===== src/rtl/pixel_write_port_pkg.sv =====
// +----------------------------------------------------------------------+
// | pixel_write_port_pkg : framebuffer geometry, widths and port states   |
// | Rev 1.0                                                               |
// +----------------------------------------------------------------------+
`default_nettype none

package pixel_write_port_pkg;
  localparam int SCREEN_W = 320;
  localparam int SCREEN_H = 240;
  localparam int FB_WORDS = SCREEN_W * SCREEN_H;
  localparam int X_W      = 9;
  localparam int Y_W      = 8;
  localparam int COLOR_W  = 12;
  localparam int ADDR_W   = 17;

  typedef enum logic [1:0] {
    ST_RUN        = 2'd0,
    ST_CLEAR_WAIT = 2'd1,
    ST_CLEAR      = 2'd2,
    ST_CLEAR_END  = 2'd3
  } pwp_state_e;

  // Row-major linear word address; width is the row pitch in pixels.
  function automatic logic [ADDR_W-1:0] fb_addr(input logic [X_W-1:0] x,
                                                input logic [Y_W-1:0] y,
                                                input int width);
    return ADDR_W'(y) * ADDR_W'(width) + ADDR_W'(x);
  endfunction
endpackage

`default_nettype wire


===== src/rtl/pixel_write_port_fifo.sv =====
// +----------------------------------------------------------------------+
// | pixel_fifo : synchronous FIFO of {addr, color} pixel write entries    |
// | Rev 1.0                                                               |
// +----------------------------------------------------------------------+
`default_nettype none

module pixel_fifo #(
  parameter int DEPTH = 8,
  parameter int WIDTH = 29
) (
  input  logic                     clock,
  input  logic                     reset,
  input  logic                     push,
  input  logic [WIDTH-1:0]         push_data,
  input  logic                     pop,
  output logic [WIDTH-1:0]         head,
  output logic [$clog2(DEPTH):0]   count,
  output logic                     empty
);
  localparam int PTR_W = $clog2(DEPTH);
  localparam logic [PTR_W:0] DEPTH_CNT = (PTR_W + 1)'(DEPTH);

  logic [WIDTH-1:0] mem_q [DEPTH];
  logic [PTR_W-1:0] wr_ptr_q, wr_ptr_d, rd_ptr_q, rd_ptr_d;
  logic [PTR_W:0]   count_q, count_d;
  logic             do_push, do_pop;

  always_comb begin
    do_push  = push && (count_q != DEPTH_CNT);
    do_pop   = pop && (count_q != '0);
    wr_ptr_d = wr_ptr_q + PTR_W'(do_push);
    rd_ptr_d = rd_ptr_q + PTR_W'(do_pop);
    count_d  = count_q;
    case ({do_push, do_pop})
      2'b10:   count_d = count_q + 1'b1;
      2'b01:   count_d = count_q - 1'b1;
      default: count_d = count_q;
    endcase
  end

  // Storage is reset so the head reads as zero out of reset.
  always_ff @(posedge clock) begin
    if (reset) begin
      wr_ptr_q <= '0;
      rd_ptr_q <= '0;
      count_q  <= '0;
      for (int i = 0; i < DEPTH; i++) mem_q[i] <= '0;
    end else begin
      wr_ptr_q <= wr_ptr_d;
      rd_ptr_q <= rd_ptr_d;
      count_q  <= count_d;
      if (do_push) mem_q[wr_ptr_q] <= push_data;
    end
  end

  assign head  = mem_q[rd_ptr_q];
  assign count = count_q;
  assign empty = (count_q == '0);
endmodule

`default_nettype wire


===== src/rtl/pixel_write_port.sv =====
// +----------------------------------------------------------------------+
// | pixel_write_port : clips, addresses and buffers drawn pixels into     |
// | framebuffer writes; also performs full-screen clear. Rev 1.0          |
// +----------------------------------------------------------------------+
`default_nettype none

module pixel_write_port #(
  parameter int FIFO_DEPTH = 8,
  parameter int SCREEN_W   = pixel_write_port_pkg::SCREEN_W,
  parameter int SCREEN_H   = pixel_write_port_pkg::SCREEN_H
) (
  input  logic        clock,
  input  logic        reset,
  input  logic [8:0]  inX,
  input  logic [7:0]  inY,
  input  logic [11:0] inColor,
  input  logic        inWriteEn,
  output logic        inReady,
  input  logic        clearReq,
  input  logic [11:0] clearColor,
  output logic        clearDone,
  output logic [16:0] memAddr,
  output logic [11:0] memData,
  output logic        memWe,
  input  logic        memGrant,
  output logic [15:0] clipCount
);
  import pixel_write_port_pkg::*;

  localparam int ENTRY_W = ADDR_W + COLOR_W;
  localparam int CNT_W   = $clog2(FIFO_DEPTH) + 1;
  localparam logic [CNT_W-1:0]  DEPTH_CNT = CNT_W'(FIFO_DEPTH);
  localparam logic [ADDR_W-1:0] LAST_ADDR = ADDR_W'(SCREEN_W * SCREEN_H - 1);

  pwp_state_e         state_q, state_d;
  logic [ADDR_W-1:0]  clr_addr_q, clr_addr_d;
  logic [COLOR_W-1:0] clr_color_q, clr_color_d;
  logic [15:0]        clip_count_q, clip_count_d;

  logic               accept, on_screen, fifo_push, fifo_pop, fifo_empty;
  logic [ENTRY_W-1:0] fifo_head;
  logic [CNT_W-1:0]   fifo_count;

  pixel_fifo #(
    .DEPTH (FIFO_DEPTH),
    .WIDTH (ENTRY_W)
  ) u_fifo (
    .clock     (clock),
    .reset     (reset),
    .push      (fifo_push),
    .push_data ({fb_addr(inX, inY, SCREEN_W), inColor}),
    .pop       (fifo_pop),
    .head      (fifo_head),
    .count     (fifo_count),
    .empty     (fifo_empty)
  );

  // Ready depends only on registered state and FIFO occupancy.
  assign inReady   = !reset && (state_q == ST_RUN) && (fifo_count != DEPTH_CNT);
  assign clearDone = (state_q == ST_CLEAR_END);
  assign clipCount = clip_count_q;

  always_comb begin
    memWe   = 1'b0;
    memAddr = fifo_head[ENTRY_W-1:COLOR_W];
    memData = fifo_head[COLOR_W-1:0];
    case (state_q)
      ST_CLEAR: begin
        memWe   = 1'b1;
        memAddr = clr_addr_q;
        memData = clr_color_q;
      end
      ST_CLEAR_END: memWe = 1'b0;
      default:      memWe = !fifo_empty;
    endcase
  end

  always_comb begin
    state_d      = state_q;
    clr_addr_d   = clr_addr_q;
    clr_color_d  = clr_color_q;
    clip_count_d = clip_count_q;
    accept       = inWriteEn && inReady;
    on_screen    = (inX < X_W'(SCREEN_W)) && (inY < Y_W'(SCREEN_H));
    fifo_push    = accept && on_screen;
    fifo_pop     = ((state_q == ST_RUN) || (state_q == ST_CLEAR_WAIT)) && !fifo_empty && memGrant;
    if (accept && !on_screen && (clip_count_q != 16'hFFFF))
      clip_count_d = clip_count_q + 16'd1;

    case (state_q)
      ST_RUN:
        if (clearReq) state_d = ST_CLEAR_WAIT;
      ST_CLEAR_WAIT:
        if (fifo_empty) begin
          state_d     = ST_CLEAR;
          clr_color_d = clearColor;
          clr_addr_d  = '0;
        end
      ST_CLEAR:
        if (memGrant) begin
          if (clr_addr_q == LAST_ADDR) state_d = ST_CLEAR_END;
          else                         clr_addr_d = clr_addr_q + 1'b1;
        end
      ST_CLEAR_END:
        state_d = ST_RUN;
      default:
        state_d = ST_RUN;
    endcase
  end

  always_ff @(posedge clock) begin
    if (reset) begin
      state_q      <= ST_RUN;
      clr_addr_q   <= '0;
      clr_color_q  <= '0;
      clip_count_q <= '0;
    end else begin
      state_q      <= state_d;
      clr_addr_q   <= clr_addr_d;
      clr_color_q  <= clr_color_d;
      clip_count_q <= clip_count_d;
    end
  end
endmodule

`default_nettype wire


===== config.mk =====
export PLATFORM = sky130hd
export DESIGN_NAME = pixel_write_port
export DESIGN_NICKNAME = d
export VERILOG_FILES = /design/src/rtl/pixel_write_port_pkg.sv /design/src/rtl/pixel_write_port_fifo.sv /design/src/rtl/pixel_write_port.sv
export SDC_FILE = /design/constraint.sdc
export NUM_CORES = 1
export LEC_CHECK = 0
export CELL_PAD_IN_SITES_DETAIL_PLACEMENT = 0
export CELL_PAD_IN_SITES_GLOBAL_PLACEMENT = 1
export CORE_MARGIN = 8
export CORE_UTILIZATION = 45
export CTS_BUF_LIST = sky130_fd_sc_hd__clkbuf_2 sky130_fd_sc_hd__clkbuf_4 sky130_fd_sc_hd__clkbuf_8
export CTS_CLUSTER_SIZE = 20
export DETAILED_ROUTE_END_ITERATION = 6
export GPL_ROUTABILITY_DRIVEN = 0
export HOLD_SLACK_MARGIN = 0.03
export PLACE_DENSITY_LB_ADDON = 0.1
export SYNTH_ARGS = -nofsm -noshare
export SYNTH_HDL_FRONTEND = slang
export SYNTH_HIERARCHICAL = 1
export SYNTH_SLANG_ARGS = --single-unit

===== constraint.sdc =====
create_clock -name clock -period 3.9 [get_ports clock]
set_input_delay 0.39 -clock clock [delete_from_list [all_inputs] [get_ports clock]]
set_output_delay 0.39 -clock clock [all_outputs]
set_load 0.005 [all_outputs]

# ---- After elaboration in Yosys (flattened, before gate mapping)
# Memories as Yosys holds them, arrays and structs flattened. A register that Yosys moved wholly into a read port is not among the register bits.
# Cells that the tools add are included.
dict set report classes {
  eq_ne 13
  reduce_logical 24
  n_mul 1
  n_addsub 7
  n_lt_le_gt_ge 2
  n_mux 22
}
# operator count
set ops {}
lappend ops {{$mux 17} 4}
lappend ops {{$pmux 17 s2} 1}
lappend ops {{$mux 29} 1}
lappend ops {{$reduce_or 29->1} 1}
lappend ops {{$add 17x1->17 const B} 1}
lappend ops {{$add 17x9->17} 1}
lappend ops {{$eq 17x17->1 const B} 1}
lappend ops {{$add 16x1->16 const B} 1}
lappend ops {{$ne 16x16->1 const B} 1}
lappend ops {{$mux 12} 1}
lappend ops {{$logic_and 1x1->1} 11}
lappend ops {{$mul 8x3->11 const B} 1}
lappend ops {{$ne 2x2->1 const B} 5}
lappend ops {{$lt 9x9->1 const B} 1}
lappend ops {{$lt 8x8->1 const B} 1}
lappend ops {{$mux 2} 4}
lappend ops {{$pmux 2 s4} 1}
lappend ops {{$pmux 4 s2} 1}
lappend ops {{$reduce_and 4->1} 2}
lappend ops {{$add 3x1->3} 2}
lappend ops {{$eq 2x2->1 const B} 3}
lappend ops {{$mux 1} 6}
lappend ops {{$mux 3} 2}
lappend ops {{$add 4x1->4 const B} 1}
lappend ops {{11 further kinds} 15}
dict set report totals {
  output_inout_bits 48
  mem_count 1
  wordCells 77
  ramBits 232
  regBits 57
  inputBits 46
}
# name depth word_bits read_ports rd_ports_with_merged_regs write_ports line_no
set mem_list {}
lappend mem_list {u_fifo.mem_q 8 29 1 1 8 pixel_write_port_fifo.sv:23} ;# logic [WIDTH-1:0] mem_q [DEPTH];

# ---- Logic depth before layout (Yosys ltp)
dict set report depth {
  ltp_word 11
  depth_mapped 14
  mapped_depth_nobuf 14
}

# ---- Modules after synthesis
# The synthesis kept the hierarchy.
# module area_each_um2 instances cells_each seq_area_each_um2
set modules_own_cells {}
lappend modules_own_cells {pixel_fifo 10660.2 1 724 7166.9}
lappend modules_own_cells {pixel_write_port 3236.9 1 373 940.9}

# ---- Worst setup path before layout
# OpenSTA, ideal clock, no wires.
dict set report synth_timing {
  path_type {reg2reg}
  start {register state_q[1]}
  end {memory u_fifo.mem_q[5][0], enable pin}
  path_stages_with_launch 11
  arrival_ns 3.046
  path_buffers 2
  setup_ns 0.421
  required_time_ns 3.479
  period_less_slack_ns 3.467
  setup_slack_ns 0.433
  path_cell_list {dfxtp_1 > inv_1 > ha_1 > nand2b_4 > nor2_1 > and4_1 > and3b_1 > buf_6 > nand3_4 > buf_6 > o21bai_1}
}
# element line_no
set synth_lines {}
lappend synth_lines {{start, declared} pixel_write_port.sv:35} ;# pwp_state_e state_q, state_d;
lappend synth_lines {{start signal, assigned} pixel_write_port.sv:118} ;# state_q <= state_d;
lappend synth_lines {{end, declared} pixel_write_port_fifo.sv:23}

==> impl_metrics.env <==
export IMPL_wl_per_cell_um=20.8
export IMPL_whs_path_depth=3
export IMPL_antenna_found_initial=4
export IMPL_r2r_cells=7
export IMPL_path_clk_slew_ps=60
export IMPL_cpPeakStageDelay_ps=610
export IMPL_vias_per_cell=5.46
export IMPL_ys_flop_type="edfxtp_1"
export IMPL_fin_crit_sh_pct=90.6
export IMPL_leakagePower_uw=0.00565
export IMPL_finalNetCount=1289
export IMPL_cp_max_fo=19
export IMPL_power_uw=7180
export IMPL_seqCellArea_um2=8110
export IMPL_clock_path_buffers=3
export IMPL_cts_hold_buffers_added=0
export IMPL_finalCriticalPeriod_ps=3530
export IMPL_r2r_setup_slack_ps=830
export IMPL_synthCells=1097
export IMPL_drv_slew=0
export IMPL_die_w_um=192
export IMPL_die_h_um=192
export IMPL_power_density_nw_per_um2=444
export IMPL_p_seq_share_pct=49.3
export IMPL_slew_headroom_pct=40.7
export IMPL_grt_max_degree=60
export IMPL_drc=0
export IMPL_cp_required_ps=3510
export IMPL_yosysTopAreaCell="edfxtp_1"
export IMPL_cts_sinks=289
export IMPL_ys_seq_elements=289
export IMPL_synth_edff_count=232
export IMPL_core_um2=30500
export IMPL_crit_arrival_ps=3140
export IMPL_hold_viol=0
export IMPL_setup_viol=0
export IMPL_end_kind="output port"
export IMPL_switching_power_uw=1880
export IMPL_vias=9002
export IMPL_fin_tns_setup_ps=0
export IMPL_n_antenna_cell=0
export IMPL_seq_area_frac_synth_pct=58.3
export IMPL_rows=64
export IMPL_grt_ovfl_total=0
export IMPL_layout_drive_gt1_share_pct=20.0
export IMPL_drt_initial_drc_count=506
export IMPL_internal_power_uw=5290
export IMPL_syn_area_um2=13900
export IMPL_pwr_share_clk_pct=34.5
export IMPL_first_pass_iters=5
export IMPL_fillers=2656
export IMPL_io_pins=94
export IMPL_syn_num_nets=1173
export IMPL_synthArstFlopShare_pct=0
export IMPL_initial_core_util_pct=45.6
export IMPL_cts_tree="done"
export IMPL_netlist_area_leader_share_pct=50.1
export IMPL_skew_ps=10.2
export IMPL_ys_warn_count=6
export IMPL_p_comb_share_pct=16.2
export IMPL_grt_pass1_vias=9154
export IMPL_die_area_um2=36800
export IMPL_grt_usage_pct=18.7
export IMPL_critPathKind="flop to output port"
export IMPL_status="complete, no violations"
export IMPL_yosys_top_cells_count="nor2_1 (268), edfxtp_1 (232), nand2_1 (95)"
export IMPL_clk_latency_ps=550
export IMPL_ant_nets=0
export IMPL_ir_worst_vdd_uv=180
export IMPL_grt_pass1_wl_um=52800
export IMPL_dpl_hpwl_um=21300
export IMPL_start_kind="flop"
export IMPL_area_growth_syn_to_layout_pct=16.3
export IMPL_swShare_pct=26.2
export IMPL_cts_buffers=49
export IMPL_cpMostUsedCell="mux2_2"
export IMPL_worst_pin_slew_ps=888
export IMPL_post_cts_buffers=0
export IMPL_synth_distinct_cells=68
export IMPL_max_clock_freq_mhz=283
export IMPL_cap_violations=0
export IMPL_worstPathCellList="buf_4 -> mux4_2 -> mux2_2 -> mux2_2 -> clkdlybuf4s50_1"
export IMPL_htreeDepth=2
export IMPL_ctsResizeCount=0
export IMPL_multi_input_area_um2=5380
export IMPL_synth_area_leaders="edfxtp_1 (50%), mux4_2 (9.4%), dfxtp_1 (8.2%)"
export IMPL_wl_um=34300
export IMPL_clockRootBuffer="clkbuf_8"
export IMPL_synth_most_common_cell="nor2_1"
export IMPL_port_buffers=93
export IMPL_hp_class="primary input to flop"
export IMPL_cp_slowest_cell="dfxtp_4"
export IMPL_rsz0062_at_grt="false"
export IMPL_syn_area_per_cell_um2=12.7
## per-stage QoR
stage | util (%) | hold WS, ps | setup slack, ps | area (um^2) | instances
2_1_floorplan | - | 433 | 433 | 13900 | 1097
3_3_place_gp | 50.0 | 440 | 458 | 15300 | 1558
3_5_place_dp | 50.0 | 448 | 375 | 15300 | 1558
4_1_cts | 53.0 | 342 | 290 | 16200 | 1648
5_1_grt | 53.0 | 382 | 215 | 16200 | 1648
6_report | 53.0 | 390 | 368 | 16200 | 1648
## metal layers
layer | global-route usage, % | share of wire, % | vias to the layer above
li1 | - | - | 4240
met1 | 25.5 | 45 | 4467
met2 | 30.8 | 47 | 250
met3 | 3.45 | 6.7 | 45
met4 | 4.23 | 1.4 | 0
met5 | 0 | 0 | -
## placed cells by master (no fill, tap or decap), types with 4 or more instances in the layout
cell,Yosys,layout
o21ai_0,16,16
mux2i_1,6,6
ha_1,28,27
nor4_1,5,5
clkbuf_8,0,51
nand2_1,95,95
dfxtp_1,57,55
clkdlybuf4s50_1,0,92
edfxtp_1,232,232
a21oi_1,29,29
buf_4,18,32
or3_1,9,9
xnor2_1,12,12
xor2_1,20,20
clkinv_2,0,7
inv_1,18,18
nor4b_1,4,4
clkinv_1,0,23
nor2b_1,11,11
and3_1,4,4
nand4_1,8,8
clkbuf_4,0,8
o21bai_2,0,8
o211ai_1,5,5
nor2_1,268,268
nand3_1,15,15
nor3_1,7,7
mux4_2,58,58
mux2_2,59,59
## worst max-delay path, delay by kind of cell (launching register included)
family	cells	cell delay (ps)
buffers and inverters	2	790
multiplexers	3	1180
flip-flops	1	610
## state kept, by name, summed over array words and instances (netlist names)
register	flops
clr_color_q	12
u_fifo/wr_ptr_q	3
clipCount	16
clr_addr_q	17
u_fifo/rd_ptr_q	3
state_q	2
u_fifo/mem_q	232
u_fifo/count	4
## path summary, 6_finish.rpt
check / start / to
setup / recovery: u_fifo/rd_ptr_q[0]$_SDFF_PP0_ / memData[0]
hold / removal: clearColor[4] / clr_color_q[4]$_SDFFE_PP0P_
setup reg to reg: u_fifo/count[1]$_SDFFE_PP0P_ / u_fifo/mem_q[7][5]$_SDFFCE_PN0P_
hold reg to reg: clr_color_q[1]$_SDFFE_PP0P_ / clr_color_q[1]$_SDFFE_PP0P_
## logic make-up after synthesis
group                      Yosys count  synth area share [%]
muxes                              125                  14.8
AOI/OAI and AO/OA                   86                  4.29
xor gates and xnor gates            32                  2.02
DFF                                289                  58.3
buffers and inverters               80                  3.15
and+or+nand+nor                    455                  14.6
adders and majority gates           30                  2.81
## area by class of cell
class                      instances  area share (%)
sequential                       289            50.2
multi-input combinational        728            33.3
clock inverter                    31           0.798
inverter                          18           0.418
clock buffer                      59            4.72
tap                              396            3.07
timing repair buffer             127            7.47
## power groups by stage
stage	registers [uW]	logic [uW]	clock network, uW
after detailed placement	3600	1180	0
after global routing	3550	1280	2690
after CTS	3540	1180	2560
after floorplan	3580	701	0
after global placement	3600	1180	0
final	3540	1160	2480
(Power assumes the default switching activity.)
